## config.mk

```make
export PLATFORM = sky130hd
export DESIGN_NAME = ahb_decoder_mux_n
export DESIGN_NICKNAME = d
export VERILOG_FILES = /design/src/rtl/ahb_decoder_mux_n.sv
export SDC_FILE = /design/constraint.sdc
export NUM_CORES = 1
export LEC_CHECK = 0
export CAP_MARGIN = 25
export CORE_MARGIN = 4
export CORE_UTILIZATION = 21
export DETAILED_ROUTE_END_ITERATION = 7
export HOLD_SLACK_MARGIN = 0.05
export PLACE_DENSITY = 0.89
export SLEW_MARGIN = 20
export SYNTH_ARGS = -nofsm -noshare
export SYNTH_HDL_FRONTEND = slang
export SYNTH_SLANG_ARGS = --single-unit
```

## constraint.sdc

```tcl
create_clock -name HCLK -period 2.1 [get_ports HCLK]
set_input_delay 0.315 -clock HCLK [delete_from_list [all_inputs] [get_ports HCLK]]
set_output_delay 0.315 -clock HCLK [all_outputs]
set_load 0.01 [all_outputs]
```

## src/rtl/ahb_decoder_mux_n.sv

```systemverilog
// ahb_decoder_mux_n: AHB-Lite address decoder and slave response mux with built-in default slave
// Ports: HCLK/HRESETn clock and async active-low reset; HADDR/HTRANS master address phase;
//   HSEL_S one-hot slave select; HRDATA_S/HREADYOUT_S/HRESP_S packed slave responses;
//   HRDATA/HREADY/HRESP response to master (HREADY also fed back to slaves);
//   TIMEOUT_IRQ abort pulse, present only when AHB_MUX_TIMEOUT_EN is defined.
module ahb_decoder_mux_n #(
  parameter int NUM_SLAVES  = 2,
  parameter int ADDR_W      = 32,
  parameter int DATA_W      = 32,
  parameter int SEL_LSB     = 18,
  parameter int SEL_BITS    = 1,
  parameter int TIMEOUT_CYC = 16
) (
  input  logic                         HCLK,
  input  logic                         HRESETn,
  input  logic [ADDR_W-1:0]            HADDR,
  input  logic [1:0]                   HTRANS,
  output logic [NUM_SLAVES-1:0]        HSEL_S,
  input  logic [NUM_SLAVES*DATA_W-1:0] HRDATA_S,
  input  logic [NUM_SLAVES-1:0]        HREADYOUT_S,
  input  logic [NUM_SLAVES-1:0]        HRESP_S,
  output logic [DATA_W-1:0]            HRDATA,
  output logic                         HREADY,
`ifdef AHB_MUX_TIMEOUT_EN
  output logic                         TIMEOUT_IRQ,
`endif
  output logic                         HRESP
);
  localparam int NS = 1 << SEL_BITS;
  localparam logic [1:0] DS_IDLE = 2'd0, DS_ERR1 = 2'd1, DS_ERR2 = 2'd2;
  logic [SEL_BITS-1:0] idx, d_idx_q, d_idx_d;
  logic map, d_map_q, d_map_d, d_act_q, d_act_d;
  logic [1:0] ds_q, ds_d;
  logic [NS-1:0] rdy_pad, rsp_pad;
  logic [DATA_W-1:0] rd_pad [NS];
  logic s_rdy, s_rsp, ready, resp;
  logic [DATA_W-1:0] s_rd, rdata;
  logic unused_ok;
  assign idx = HADDR[SEL_LSB +: SEL_BITS];
  assign map = 32'(idx) < NUM_SLAVES;
  always_comb begin
    HSEL_S = '0;
    for (int i = 0; i < NUM_SLAVES; i++) HSEL_S[i] = 32'(idx) == i;
  end
  // Slave responses padded to the full index range so unmapped indices read as zero.
  always_comb begin
    rdy_pad = '0;
    rsp_pad = '0;
    for (int i = 0; i < NS; i++) rd_pad[i] = '0;
    for (int i = 0; i < NUM_SLAVES; i++) begin
      rdy_pad[i] = HREADYOUT_S[i];
      rsp_pad[i] = HRESP_S[i];
      rd_pad[i]  = HRDATA_S[i*DATA_W +: DATA_W];
    end
  end
  assign s_rdy = rdy_pad[d_idx_q];
  assign s_rsp = rsp_pad[d_idx_q];
  assign s_rd  = rd_pad[d_idx_q];
  assign ready = d_map_q ? s_rdy : ds_q != DS_ERR1;
  assign resp  = d_map_q ? s_rsp : ds_q != DS_IDLE;
  assign rdata = d_map_q ? s_rd : '0;
`ifdef AHB_MUX_TIMEOUT_EN
  localparam int WW = $clog2(TIMEOUT_CYC + 1);
  logic [WW-1:0] wcnt_q, wcnt_d;
  logic to_err2_q, to_err2_d, abort;
  // abort is the first ERROR cycle, to_err2_q the second; the slave is masked in both.
  assign abort = wcnt_q == WW'(TIMEOUT_CYC);
  always_comb begin
    wcnt_d    = (abort | to_err2_q | s_rdy) ? '0 : (d_act_q & d_map_q) ? wcnt_q + WW'(1) : wcnt_q;
    to_err2_d = abort;
  end
  always_ff @(posedge HCLK or negedge HRESETn)
    if (!HRESETn) begin
      wcnt_q    <= '0;
      to_err2_q <= 1'b0;
    end else begin
      wcnt_q    <= wcnt_d;
      to_err2_q <= to_err2_d;
    end
  assign HREADY      = to_err2_q | (~abort & ready);
  assign HRESP       = abort | to_err2_q | resp;
  assign HRDATA      = (abort | to_err2_q) ? '0 : rdata;
  assign TIMEOUT_IRQ = abort;
`else
  assign HREADY = ready;
  assign HRESP  = resp;
  assign HRDATA = rdata;
`endif
  assign unused_ok = ^{HADDR, HTRANS[0], d_act_q};
  always_comb begin
    d_idx_d = HREADY ? idx : d_idx_q;
    d_map_d = HREADY ? map : d_map_q;
    d_act_d = HREADY ? HTRANS[1] : d_act_q;
    ds_d    = ds_q == DS_ERR1 ? DS_ERR2 : (HREADY & HTRANS[1] & ~map) ? DS_ERR1 : DS_IDLE;
  end
  always_ff @(posedge HCLK or negedge HRESETn)
    if (!HRESETn) begin
      d_idx_q <= '0;
      d_map_q <= 1'b0;
      d_act_q <= 1'b0;
      ds_q    <= DS_IDLE;
    end else begin
      d_idx_q <= d_idx_d;
      d_map_q <= d_map_d;
      d_act_q <= d_act_d;
      ds_q    <= ds_d;
    end
endmodule
```

After elaboration in Yosys (flattened, before gate mapping)
Index checks and enable logic that the tools add are counted.
{"block": "totals", "reg_bits": 4}
{"block": "classes", "n_eq_ne": 2, "order_cmp": 2, "muxes": 11, "reduce_logical": 1, "bitwise_logic": 2}
{"cell": "32-bit 2-to-1 mux", "count": 4}
{"cell": "1-bit 2-to-1 mux", "count": 6}
{"cell": "2-bit by 1-bit equality test with 1-bit output (second input constant)", "count": 1}
{"cell": "2-bit >= comparator (second input constant)", "count": 1}
{"cell": "1-bit by 2-bit < comparator with 1-bit output (second input constant)", "count": 1}
{"cell": "2-bit 2-to-1 mux", "count": 1}
{"cell": "2-bit by 1-bit inequality test with 1-bit output (second input constant)", "count": 1}
{"cell": "1-bit inverter with 2-bit output", "count": 1}
{"cell": "2-bit nonzero test", "count": 1}
{"cell": "1-bit inverter", "count": 1}

Depth between registers and ports, before layout
Gate-level depths: netlist of run 1.
{"block": "logic_depth", "depth_word": 5, "mapped_depth": 4, "depth_no_buf": 3}

Least setup slack after synthesis of run 1
OpenSTA, ideal clock, no wires.
{"block": "synth_path", "kind": "register -> output", "start": "reg d_idx_q", "end": "out HRDATA[10]", "path_stages_with_launch": 5, "setup_slack_ns": 0.843, "path_buffers": 2, "arrival_ns": 0.942, "cell_sequence": "dfrtp_1 buf_6 buf_12 mux2i_1 nor2b_1"}
{"block": "synth_between", "elab_chain_cells": 5}
{"item": "from (decl)", "line": "31", "text": "logic [SEL_BITS-1:0] idx, d_idx_q, d_idx_d;"}
{"item": "from (signal assigned)", "line": "103", "text": "d_idx_q <= d_idx_d;"}
{"item": "1-bit inverter with 2-bit output (not written as such)", "line": "58", "text": "assign s_rd = rd_pad[d_idx_q];"}
{"item": "32-bit 2-to-1 mux (not written as such) (3 in a row)", "line": "58"}
{"item": "32-bit 2-to-1 mux", "line": "61", "text": "assign rdata = d_map_q ? s_rd : '0;"}
{"item": "to (decl)", "line": "22", "text": "output logic [DATA_W-1:0] HRDATA,"}
No other way between the ends. The select of a mux whose other input is x is not followed.

Worst setup path in the final report of run 1
{"block": "layout_path", "start": "reg d_idx_q", "end": "out HRDATA[0]"}
Same word-level chain as after synthesis.

==> results of run 1 <==
-- worst paths after layout --
check	from	to	slack (ps)	cells after the start
worst max-delay path	d_idx_q$_DFFE_PN0P_	HRDATA[0]	130	4
worst min-delay path	HRESETn	d_idx_q$_DFFE_PN0P_	250	1
worst max register to register	d_idx_q$_DFFE_PN0P_	d_idx_q$_DFFE_PN0P_	1160	3
worst min register to register	d_map_q$_DFFE_PN0P_	d_idx_q$_DFFE_PN0P_	740	3
max in group asynchronous	HRESETn	d_idx_q$_DFFE_PN0P_	1720	1
min in group HCLK	HADDR[18]	d_idx_q$_DFFE_PN0P_	730	3
-- state kept, by name, indices dropped and copies added, names as in the netlist --
signal and cells:
d_map_q 1, d_idx_q 1
-- per-stage QoR --
stage,hold slack (ps),worst slack [ps]
detailed placement,488,247
finish,245,130
floorplan,19.4,843
global placement,489,283
global route,254,37.6
CTS,237,33.5
-- layout make-up --
| class | instances | share of cell area (%) |
|---|---|---|
| tap | 46 | 3.18 |
| inverter | 1 | 0.207 |
| sequential | 2 | 2.83 |
| clock buffer | 4 | 1.45 |
| timing repair buffer | 110 | 60.5 |
| multi-input combinational | 73 | 31.9 |
-- power by group --
part | internal, mW | switching [mW]
clock | 0.0710 | 0.0283
sequential | 0.0422 | 0.00193
combinational | 0.277 | 0.137
total | 0.390 | 0.167
-- cell usage after synthesis --
| master | n |
|---|---|
| mux2i_1 | 34 |
| nor2b_1 | 33 |
| buf_12 | 3 |
| clkbuf_1 | 3 |
| a21oi_1 | 2 |
| dfrtp_1 | 2 |
| nand2b_1 | 2 |
| buf_4 | 1 |
| buf_6 | 1 |
| conb_1 | 1 |
| inv_1 | 1 |
| nand2_1 | 1 |
-- critical path, delay by kind of cell, from the launching register on --
| family | cells | cell delay, ps |
|---|---|---|
| buf+inv | 2 | 760 |
| flops | 1 | 400 |
| mux | 1 | 140 |
| simple gates | 1 | 120 |
-- routing by layer --
layer  share of wire, %  GRT usage (%)  up-vias
li1                   -              -      491
met1                 34           11.5      420
met2                 55           22.9       49
met3                 11           3.04        2
met4               0.49           3.81        0
met5                  0              0        -
-- kinds of logic after synthesis --
group	share of synthesized area, %
AO/OA/AOI/OAI	1.39
buffers and inverters	13.0
flip-flops	6.94
multiplexers	47.2
other	0.520
AND/OR/NAND/NOR	30.9
==> impl_metrics.ini, run 1 <==
[run_status]
status = complete, no violations

[logic_synthesis]
ys_seq_area_share_pct = 6.94
ys_seq_elements = 2
syn_inst = 84
netlist.area_leader.share_pct = 47.2
syn_nets = 188
yosysWarnings = 0
yosys.area.top_type = mux2i_1
synthDistinctLibCells = 12
syn_avg_cell_area_um2 = 8.58
synth_area_um2 = 721
netlist_top_cells_area = mux2i_1, nor2b_1, buf_12

[critical_path]
critical_path.max_fanout = 15
cp-end-kind = primary output
cp-start-kind = register
crit_slowest_cell = clkdlybuf4s50_1
path_cells = buf_4 -> mux2i_1 -> nor2b_1 -> clkdlybuf4s50_1
max_stage_delay_ps = 550
worst-setup-path-type = register to primary output
critical_path_arrival_ps = 1660
worstPathRequired_ps = 1780

[grt]
grt_max_degree = 21
antenna_found_initial = 0
overflow = 0
grt_pass1_wl_um = 4020
grt_pass1_vias = 922
track_usage_pct = 11.6

[clock_network]
clk_transition_reported_paths_ps = 30
cts_sinks = 2
cts-resized-gates = 0
clockBufferDepth = 2
clock_latency_ps = 230
hold_buffers = 0
cts_root_buf = clkbuf_4
cts-buffers-inserted = 3
cts_tree = yes
post_cts_buffers = 0
htree_levels = 1

[layout]
post-route-util_pct = 54.3
fill_cells = 331
final_cell_mix = clkdlybuf4s50_1, mux2i_1, nor2b_1
multi_input_area_um2 = 577
syn2layout_area_growth_pct = 151
stdcell_count = 236
final_common_cell = clkdlybuf4s50_1
fin_nets = 295
num_antenna_cells = 0
drive_gt1_share_pct = 4.21
regArea_um2 = 51.3
final_area_mm2 = 0.00181

[run]
drv_cap = 0

[sta]
finalCritPeriodShare_pct = 93.8
hold_viol_final = 0
setup_viol = 0
finalClockSkew_ps = 1.63
period_minus_slack_ps = 1970
rsz0062_at_grt = no
slew_violations = 0
tns_ps = 0
fmax_ghz = 0.508

[placed_design]
portBuffers = 106
dp.cells = 232
postPlaceCellArea_mm2 = 0.00178
hpwl_um = 2500
gp_congestion = 0.670

[pwr]
power_mw = 0.557
leakage_nw = 0.721
p_per_area_mw_per_mm2 = 307
vdd_drop_max_uv = 309

[floorplan]
die_x_um = 66.6
num_rows = 21
pin_count = 140
dieArea_mm2 = 0.00443
start_util_pct = 21.6
die_y_um = 66.6
core_mm2 = 0.00334

[route]
totalWireLength_um = 2860
drcViolationCount = 0
firstDrtPassIters = 3
antenna_left = 0
first_iter_violations = 21
wl_per_cell_um = 12.1
viasPerCell = 4.08
num_vias = 962

[worst_hold_path]
hold_class = primary input to async pin
Note: power is estimated with default switching activity, not from simulation.
==> run 2, diff against run 1 <==
==> constraint.sdc (replaced) <==
create_clock -name HCLK -period 2.1 [get_ports HCLK]
set_input_delay 0.315 -clock HCLK [delete_from_list [all_inputs] [get_ports HCLK]]
set_output_delay 0.315 -clock HCLK [all_outputs]
set_load 0.1 [all_outputs]
==> run 2 against run 1 <==
Effect of this change: clock power down 7.5%; fmax up 13%; clock skew rose by 6.6 ps; critical path depth did not move; core utilization increased by 13 points; clock-buffer cell count stayed put; total power is 96% higher; wire length rose by 15%; sequential cell count is the same; register-to-register slack barely moved; first-iteration DRC count up 62%; largest cell class unchanged; die area stayed put.
==> impl_metrics.ini, run 2 (synthesized netlist as in run 1, its figures left out) <==
[sta]
rsz0062_at_grt = no
fmax_ghz = 0.574
hold_viol_final = 0
period_minus_slack_ps = 1740
tns_ps = 0
slew_violations = 0
finalCritPeriodShare_pct = 82.9
setup_viol = 0
timing.hold.ws_ps = 256
finalClockSkew_ps = 8.28

[critical_path]
cp-startpoint = d_idx_q$_DFFE_PN0P_
crit_slowest_cell = dfrtp_2
cp-end-kind = primary output
worst-setup-path-type = register to primary output
max_stage_delay_ps = 350
cp-start-kind = register
path_cells = buf_4 -> mux2i_1 -> nor2b_2 -> buf_12
worstPathRequired_ps = 1780
cp_num_buf_inv = 2
critical_path.max_fanout = 19
reg2reg_from = d_idx_q$_DFFE_PN0P_
critPathTopFamily = buffers and inverters
critical_path_arrival_ps = 1430

[pwr]
power_mw = 1.09
p_per_area_mw_per_mm2 = 485
vdd_drop_max_uv = 347
leakage_nw = 0.939

[floorplan]
start_util_pct = 21.6
num_rows = 21
core_mm2 = 0.00334
dieArea_mm2 = 0.00443
pin_count = 140
die_y_um = 66.6
die_x_um = 66.6

[layout]
fin_nets = 295
syn2layout_area_growth_pct = 212
fill_cells = 263
top_regs = d_idx_q (1), d_map_q (1)
num_antenna_cells = 0
drive_gt1_share_pct = 40.5
final_cell_mix = clkdlybuf4s50_1, buf_12, mux2i_1
final_common_cell = clkdlybuf4s50_1

[grt]
grt_pass1_vias = 1088
antenna_found_initial = 0
grt_pass1_wl_um = 4880
track_usage_pct = 14.3
grt_max_degree = 20
overflow = 0

[clock_network]
htree_levels = 1
cts_tree = yes
post_cts_buffers = 0
hold_buffers = 0
cts_root_buf = clkbuf_4
cts-buffers-inserted = 3
clockBufferDepth = 2
cts_sinks = 2
clk_transition_reported_paths_ps = 30
cts-resized-gates = 0
clock_latency_ps = 220

[route]
totalWireLength_um = 3290
firstDrtPassIters = 2
antenna_left = 0
wl_per_cell_um = 13.9
first_iter_violations = 34
num_vias = 1000
drcViolationCount = 0
viasPerCell = 4.24

[placed_design]
gp_congestion = 0.736
portBuffers = 106
hpwl_um = 2930

[run_status]
status = complete, no violations

[worst_hold_path]
hold_class = primary input to async pin

[run]
drv_cap = 0
==> run 2: cell types whose count changed in the layout (fill, tap and decap cells not counted), sizes merged <==
cell	previous run	this run
buf	4	40
clkdlybuf4s50	106	70
==> run 2: power breakdown <==
part	total, mW	switching, mW	internal, mW
clock network	0.0919	0.0214	0.0705
logic	0.955	0.552	0.403
registers	0.0440	0.00179	0.0422
total	1.09	0.575	0.516
==> run 2: area by class of cell <==
cell class	instances	area (µm²)	area share (%)
clock buffer	4	26.3	1.17
sequential	2	51.3	2.28
multi-input combinational	73	659	29.3
tap	46	57.6	2.56
timing repair buffer	110	1450	64.5
inverter	1	3.75	0.167
==> run 2: path summary, 6_finish.rpt <==
path	slack (ps)	cells after the start	endpoint
min in group HCLK	730	3	d_idx_q$_DFFE_PN0P_
setup / recovery	360	4	HRDATA[3]
max in group asynchronous	1710	1	d_idx_q$_DFFE_PN0P_
setup reg to reg	1160	3	d_idx_q$_DFFE_PN0P_
hold reg to reg	730	3	d_idx_q$_DFFE_PN0P_
hold / removal	260	1	d_idx_q$_DFFE_PN0P_
==> run 2: per-stage QoR <==
step / setup slack [ps] / util [%] / area [µm²] / instances
6_report: 359 / 67.4 / 2250 / 236
5_1_grt: 260 / 67.4 / 2250 / 236
4_1_cts: 333 / 67.4 / 2250 / 236
3_5_place_dp: 531 / 66.6 / 2220 / 232
3_3_place_gp: 572 / 66.6 / 2220 / 232
2_1_floorplan: 206 / - / 803 / 84
==> run 2: per-layer routing <==
metal	share of wire (%)	vias to the layer above	GRT usage [%]	wire length [µm]
li1	-	491	-	-
met2	64	40	31.1	2090
met3	7.1	6	3.88	234
met5	0	-	0	0
met1	28	463	12.0	915
met4	1.4	0	4.31	46
